### config.mk
export PLATFORM = sky130hd
export DESIGN_NAME = mem_port_arbiter_flat
export DESIGN_NICKNAME = d
export VERILOG_FILES = /design/src/rtl/mem_arb_pkg.sv /design/src/rtl/mem_port_arbiter_if.sv /design/src/rtl/mem_port_arbiter.sv /design/src/flat_wrapper.sv
export SDC_FILE = /design/constraint.sdc
export NUM_CORES = 1
export LEC_CHECK = 0
export ABC_AREA = 0
export CORE_ASPECT_RATIO = 0.5
export CORE_MARGIN = 2
export CORE_UTILIZATION = 40
export DETAILED_ROUTE_END_ITERATION = 6
export GPL_ROUTABILITY_DRIVEN = 0
export PLACE_DENSITY = 0.89
export SLEW_MARGIN = 10
export SYNTH_ARGS = -nofsm -noshare
export SYNTH_HDL_FRONTEND = slang
export SYNTH_SLANG_ARGS = --single-unit
export TNS_END_PERCENT = 1
### constraint.sdc
create_clock -name clock -period 4.7 [get_ports clock]
set_input_delay 0.94 -clock clock [delete_from_list [all_inputs] [get_ports clock]]
set_output_delay 0.94 -clock clock [all_outputs]
set_load 0.02 [all_outputs]
### src/rtl/mem_arb_pkg.sv
// Shared definitions for the unified-memory port arbiter: FSM encoding,
// the fixed fetch access size and a small state helper.
package mem_arb_pkg;

    localparam logic [1:0] ARB_IDLE  = 2'd0;
    localparam logic [1:0] ARB_FETCH = 2'd1;
    localparam logic [1:0] ARB_DATA  = 2'd2;

    // Instruction fetches are always full-word reads.
    localparam logic [2:0] FUNCT3_WORD = 3'b010;

    // True while an access is being held on the memory port.
    function automatic logic arb_busy(input logic [1:0] state);
        return (state == ARB_FETCH) || (state == ARB_DATA);
    endfunction

endpackage

### src/rtl/mem_port_arbiter_if.sv
// Memory-side hold-until-ready bus. The arbiter is the master; the memory
// model is the slave.
interface mem_port_arbiter_if #(
    parameter int AW = 32,
    parameter int DW = 32
);
    logic          mem_req;
    logic          mem_we;
    logic [2:0]    mem_funct3;
    logic [AW-1:0] mem_addr;
    logic [DW-1:0] mem_wdata;
    logic          mem_ready;
    logic [DW-1:0] mem_rdata;

    modport master (
        output mem_req, mem_we, mem_funct3, mem_addr, mem_wdata,
        input  mem_ready, mem_rdata
    );

    modport slave (
        input  mem_req, mem_we, mem_funct3, mem_addr, mem_wdata,
        output mem_ready, mem_rdata
    );
endinterface

### src/rtl/mem_port_arbiter.sv
// Shares one single-ported, variable-latency memory between instruction
// fetch and MEM-stage data accesses. Data has priority; a redirect kills
// the in-flight fetch; stall freezes the pipeline while either side waits.
module mem_port_arbiter
    import mem_arb_pkg::*;
#(
    parameter int AW = 32,
    parameter int DW = 32
) (
    input  logic               clock,
    input  logic               reset,
    input  logic               if_req,
    input  logic [AW-1:0]      if_addr,
    input  logic               if_flush,
    output logic               if_valid,
    output logic [DW-1:0]      if_rdata,
    input  logic               d_req,
    input  logic               d_we,
    input  logic [2:0]         d_funct3,
    input  logic [AW-1:0]      d_addr,
    input  logic [DW-1:0]      d_wdata,
    output logic               d_done,
    output logic [DW-1:0]      d_rdata,
    mem_port_arbiter_if.master mem,
    output logic               stall
);

    logic [1:0]    state_q,    state_d;
    logic          kill_q,     kill_d;
    logic          we_q,       we_d;
    logic [2:0]    funct3_q,   funct3_d;
    logic [AW-1:0] addr_q,     addr_d;
    logic [DW-1:0] wdata_q,    wdata_d;
    logic          if_valid_q, if_valid_d;
    logic          d_done_q,   d_done_d;
    logic [DW-1:0] if_rdata_q, if_rdata_d;
    logic [DW-1:0] d_rdata_q,  d_rdata_d;

    // A requester whose completion pulse is high this cycle is still showing
    // the request that just finished; it only presents a new one next cycle,
    // so it must not be re-issued now.
    logic d_take;
    logic f_take;
    assign d_take = d_req  & ~d_done_q;
    assign f_take = if_req & ~if_valid_q;

    // Next-state logic: arbitration in IDLE, hold-until-ready otherwise.
    always_comb begin
        state_d    = state_q;
        kill_d     = kill_q;
        we_d       = we_q;
        funct3_d   = funct3_q;
        addr_d     = addr_q;
        wdata_d    = wdata_q;
        if_rdata_d = if_rdata_q;
        d_rdata_d  = d_rdata_q;
        if_valid_d = 1'b0;
        d_done_d   = 1'b0;

        case (state_q)
            ARB_IDLE: begin
                if (d_take) begin
                    // Data belongs to the older instruction and always wins.
                    state_d  = ARB_DATA;
                    we_d     = d_we;
                    funct3_d = d_funct3;
                    addr_d   = d_addr;
                    wdata_d  = d_wdata;
                end else if (f_take) begin
                    state_d  = ARB_FETCH;
                    we_d     = 1'b0;
                    funct3_d = FUNCT3_WORD;
                    addr_d   = if_addr;
                    // A redirect on the issue cycle makes this fetch stale.
                    kill_d   = if_flush;
                end
            end
            ARB_FETCH: begin
                if (mem.mem_ready) begin
                    state_d = ARB_IDLE;
                    kill_d  = 1'b0;
                    // A flush coinciding with ready also discards the fetch.
                    if (!(kill_q || if_flush)) begin
                        if_valid_d = 1'b1;
                        if_rdata_d = mem.mem_rdata;
                    end
                end else if (if_flush) begin
                    kill_d = 1'b1;
                end
            end
            ARB_DATA: begin
                // Data accesses are never cancelled by a redirect.
                if (mem.mem_ready) begin
                    state_d   = ARB_IDLE;
                    d_done_d  = 1'b1;
                    d_rdata_d = mem.mem_rdata;
                end
            end
            default: begin
                state_d = ARB_IDLE;
                kill_d  = 1'b0;
            end
        endcase
    end

    // State, request latch and response registers; reset aborts any access.
    always_ff @(posedge clock) begin
        if (reset) begin
            state_q    <= ARB_IDLE;
            kill_q     <= 1'b0;
            we_q       <= 1'b0;
            funct3_q   <= 3'b000;
            addr_q     <= '0;
            wdata_q    <= '0;
            if_valid_q <= 1'b0;
            d_done_q   <= 1'b0;
            if_rdata_q <= '0;
            d_rdata_q  <= '0;
        end else begin
            state_q    <= state_d;
            kill_q     <= kill_d;
            we_q       <= we_d;
            funct3_q   <= funct3_d;
            addr_q     <= addr_d;
            wdata_q    <= wdata_d;
            if_valid_q <= if_valid_d;
            d_done_q   <= d_done_d;
            if_rdata_q <= if_rdata_d;
            d_rdata_q  <= d_rdata_d;
        end
    end

    assign mem.mem_req    = arb_busy(state_q);
    assign mem.mem_we     = we_q;
    assign mem.mem_funct3 = funct3_q;
    assign mem.mem_addr   = addr_q;
    assign mem.mem_wdata  = wdata_q;

    assign if_valid = if_valid_q;
    assign if_rdata = if_rdata_q;
    assign d_done   = d_done_q;
    assign d_rdata  = d_rdata_q;

    // Pipeline freezes while any requester is still waiting for its pulse.
    assign stall = d_take | f_take;

endmodule
### src/flat_wrapper.sv
// flat-port wrapper written by rule: the top's interface ports become plain ports
module mem_port_arbiter_flat import mem_arb_pkg::*;
#(
    parameter int AW = 32,
    parameter int DW = 32
)
  (clock, reset, if_req, if_addr, if_flush, if_valid, if_rdata, d_req, d_we, d_funct3, d_addr, d_wdata, d_done, d_rdata, stall, mem_mem_req, mem_mem_we, mem_mem_funct3, mem_mem_addr, mem_mem_wdata, mem_mem_ready, mem_mem_rdata);
  mem_port_arbiter_if #(.AW(AW), .DW(DW)) mem_i ();
  input  logic clock;
  input  logic reset;
  input  logic if_req;
  input  logic [AW-1:0] if_addr;
  input  logic if_flush;
  output logic if_valid;
  output logic [DW-1:0] if_rdata;
  input  logic d_req;
  input  logic d_we;
  input  logic [2:0] d_funct3;
  input  logic [AW-1:0] d_addr;
  input  logic [DW-1:0] d_wdata;
  output logic d_done;
  output logic [DW-1:0] d_rdata;
  output logic stall;
  output wire logic [$bits(mem_i.mem_req)-1:0] mem_mem_req;
  output wire logic [$bits(mem_i.mem_we)-1:0] mem_mem_we;
  output wire logic [$bits(mem_i.mem_funct3)-1:0] mem_mem_funct3;
  output wire logic [$bits(mem_i.mem_addr)-1:0] mem_mem_addr;
  output wire logic [$bits(mem_i.mem_wdata)-1:0] mem_mem_wdata;
  input wire logic [$bits(mem_i.mem_ready)-1:0] mem_mem_ready;
  input wire logic [$bits(mem_i.mem_rdata)-1:0] mem_mem_rdata;
  assign mem_mem_req = mem_i.mem_req;
  assign mem_mem_we = mem_i.mem_we;
  assign mem_mem_funct3 = mem_i.mem_funct3;
  assign mem_mem_addr = mem_i.mem_addr;
  assign mem_mem_wdata = mem_i.mem_wdata;
  assign mem_i.mem_ready = mem_mem_ready;
  assign mem_i.mem_rdata = mem_mem_rdata;
  mem_port_arbiter #(.AW(AW), .DW(DW)) u_core (.clock(clock), .reset(reset), .if_req(if_req), .if_addr(if_addr), .if_flush(if_flush), .if_valid(if_valid), .if_rdata(if_rdata), .d_req(d_req), .d_we(d_we), .d_funct3(d_funct3), .d_addr(d_addr), .d_wdata(d_wdata), .d_done(d_done), .d_rdata(d_rdata), .mem(mem_i), .stall(stall));
endmodule
==> metrics.txt <==
Setup violations, final=0; Clock Root Buffer=clkbuf_16; die width=165 um; max_cap viols=0; WHS=0.453 ns; worst-path cell chain=clkdlybuf4s50_1 -> nor2b_1 -> nand2b_1 -> clkdlybuf4s50_1; antenna cell count=0; DR pass1 iterations=6; final setup margin=1.23 ns; top cells by area, synth=dfxtp_1 53%, nand2_1 19%, a21oi_1 9.6%; Slew Viols, Final=0; setup TNS=0 ns; Buf/Inv on CP=2; slowest CP cell=clkdlybuf4s50_1; CP delay by family, top=buffers and inverters; crit path kind=in2out; min Tclk post-route=3.47 ns; crit end category=output pin; fillers=1013; Clock Skews=0.0106 ns; switching share of power=27.1%; antenna violations before repair=0; Post-DP HPWL=11700 um; Area Overhead vs Synth=65.3%; drc violations=0; Num CTS Buffers=17; Row Count=29; Seq pwr share=38.7%; Via density=4.99; Lkg Pwr=3.09 nW; Hold WC Path Type=reg2reg; htree depth=4; pwr dens=394 mW/mm^2; pin count of the biggest net entering global routing=91; crit path max fanout=6; largest area contributor in the netlist=dfxtp_1; footprint of the multi-input gates=0.00218 sq mm; Starting Density=40.8%; Post-Syn Nets=792; hold_buf cts=0; final instance area=0.00852 sq mm; Ports=274; Distinct cells, synth=25; period utilization=73.8%; I/O Buffers=273; total track usage=23.6%; CP most frequent cell=clkdlybuf4s50_1; Peak Freq=288 MHz; Post-CTS Repair Setup Buffers=0; drt wl/cell=15.5 um; sequential area share after synthesis=53.2%; worst-skew pair later-pin latency=0.40 ns; Hold Vio Cnt, Final=0; Overflow after GRT=0; Placed Area=0.00792 sq mm; crit start category=primary input; Worst EP required=3.76 ns; post-synthesis cell area=0.00516 sq mm; first-pass GRT wire length=26000 um; status=finished, final reports clean; Slew headroom=19.2%; Logic pwr share=21.0%; worst vdd ir=0.218 mV; Core Area=0.0126 sq mm; worst slew pin tran=1.21 ns; vias in the first global route=5354; CP max stage delay=0.60 ns; vias=5387; net switching power=909 uW; Sequential Area=0.00274 sq mm; Routed WL=16700 um; synthesized netlist cell count=650; Resized cells post-CTS=0; syn avg cell area=7.93 sq um; RSZ-0062 raised after global routing=no; Final ANT Viol Nets=0; CTS Buffer Depth=2; Synth top area share=53.2%; nets=1039; WP data arrival=2.53 ns; Ys Warns=0; CTS tree=done; Power Internal=2.45 mW; Yosys reg bits=137; CTS sink count=137; layout cells sized above 1=5.72%; DRT iter0 DRCs=338; Die Span Y=84.3 um; Clock power frac=40.3%; dpl ws=1.24 ns; clock-pin slew on the worst setup and hold paths=0.05 ns; total die area=0.0139 sq mm
-- cells by family after synthesis --
group                    count (synthesis)  synth area share, %
AND/OR/NAND/NOR                        313                 23.5
AO/OA/AOI/OAI                          141                 17.6
multiplexers                             1                0.218
adder cells (fa/ha/maj)                  4                0.970
flip-flops                             137                 53.2
buffers and inverters                   54                 4.61
-- final cells by class --
class / count / share of cell area (%)
clock buffers: 20 / 5.36
clock inverters: 11 / 1.72
inverters: 4 / 0.176
multi-input cells: 459 / 25.6
flip-flops and latches: 137 / 32.2
well taps: 170 / 2.50
repair buffers: 278 / 32.5
-- layer usage --
metal	global-route usage, %	wire (um)	vias up
met2	42.5	8650	185
met5	0	0	-
li1	-	-	2632
met1	26.3	6510	2506
met4	12.6	756	0
met3	4.99	800	64
-- registers in the layout (all words and copies together), names as in the netlist --
name	cells
u_core.kill_q	1
u_core.state_q	2
u_core.mem.mem_we	1
u_core.d_done	1
u_core.d_rdata	32
u_core.mem.mem_addr	32
u_core.if_valid	1
u_core.if_rdata	32
u_core.mem.mem_funct3	3
u_core.mem.mem_wdata	32
-- placed cells by master, fill, tap and decap left out, drive strengths merged --
cell type	instances
a21oi	99
nor3b	1
nor2	40
o21ai	3
a211oi	2
nand2b	3
a311oi	32
nor2b	4
clkinv	2
a22oi	4
ha	4
dfxtp	137
inv	5
mux2	1
buf	6
o21a	1
clkbuf	20
bufinv	3
and2	2
clkdlybuf4s50	272
nand2	261
clkinvlp	5
and3b	1
nor3	1
-- cells in the mapped netlist, drive strengths merged --
| cell type | n |
|---|---|
| a211oi | 2 |
| a21oi | 99 |
| a22oi | 4 |
| a311oi | 32 |
| and2 | 2 |
| and3b | 1 |
| buf | 21 |
| clkbuf | 29 |
| dfxtp | 137 |
| ha | 4 |
| inv | 4 |
| mux2 | 1 |
| nand2 | 261 |
| nand2b | 3 |
| nor2 | 40 |
| nor2b | 4 |
| nor3 | 1 |
| nor3b | 1 |
| o21a | 1 |
| o21ai | 3 |
-- power groups by stage --
stage | logic [mW] | clock network, mW | registers [mW]
floorplan | 0.251 | 0 | 1.43
global placement | 0.685 | 0 | 1.32
detailed placement | 0.701 | 0 | 1.32
CTS | 0.706 | 1.38 | 1.30
global route | 0.753 | 1.43 | 1.31
finish | 0.705 | 1.35 | 1.30
-- final timing paths --
path / startpoint / to / slack, ns / cells after the start
hold reg to reg: u_core.d_rdata[27]$_SDFFE_PP0P_ / u_core.d_rdata[27]$_SDFFE_PP0P_ / 0.45 / 2
setup / recovery: if_req / stall / 1.23 / 4
hold / removal: u_core.d_rdata[27]$_SDFFE_PP0P_ / u_core.d_rdata[27]$_SDFFE_PP0P_ / 0.45 / 2
setup reg to reg: u_core.d_done$_SDFF_PP0_ / u_core.mem.mem_addr[16]$_SDFFE_PP0P_ / 2.47 / 5
-- worst register-to-register path: stages, from the launching register on --
cell,delay [ns]
dfxtp_1,0.35
nor2b_2,0.38
o21a_2,0.53
buf_4,0.50
nor2_1,0.09
a311oi_1,0.28
-- through the flow --
stage                     utilization [%]  instances  power, mW
final                                67.5       1079       3.35
after global routing                 67.5       1079       3.49
after CTS                            67.5       1079       3.38
after detailed placement             62.7       1048       2.02
after global placement               62.7       1048       2.00
after floorplan                         -        650       1.68
Note: power is estimated with default switching activity, not from simulation.
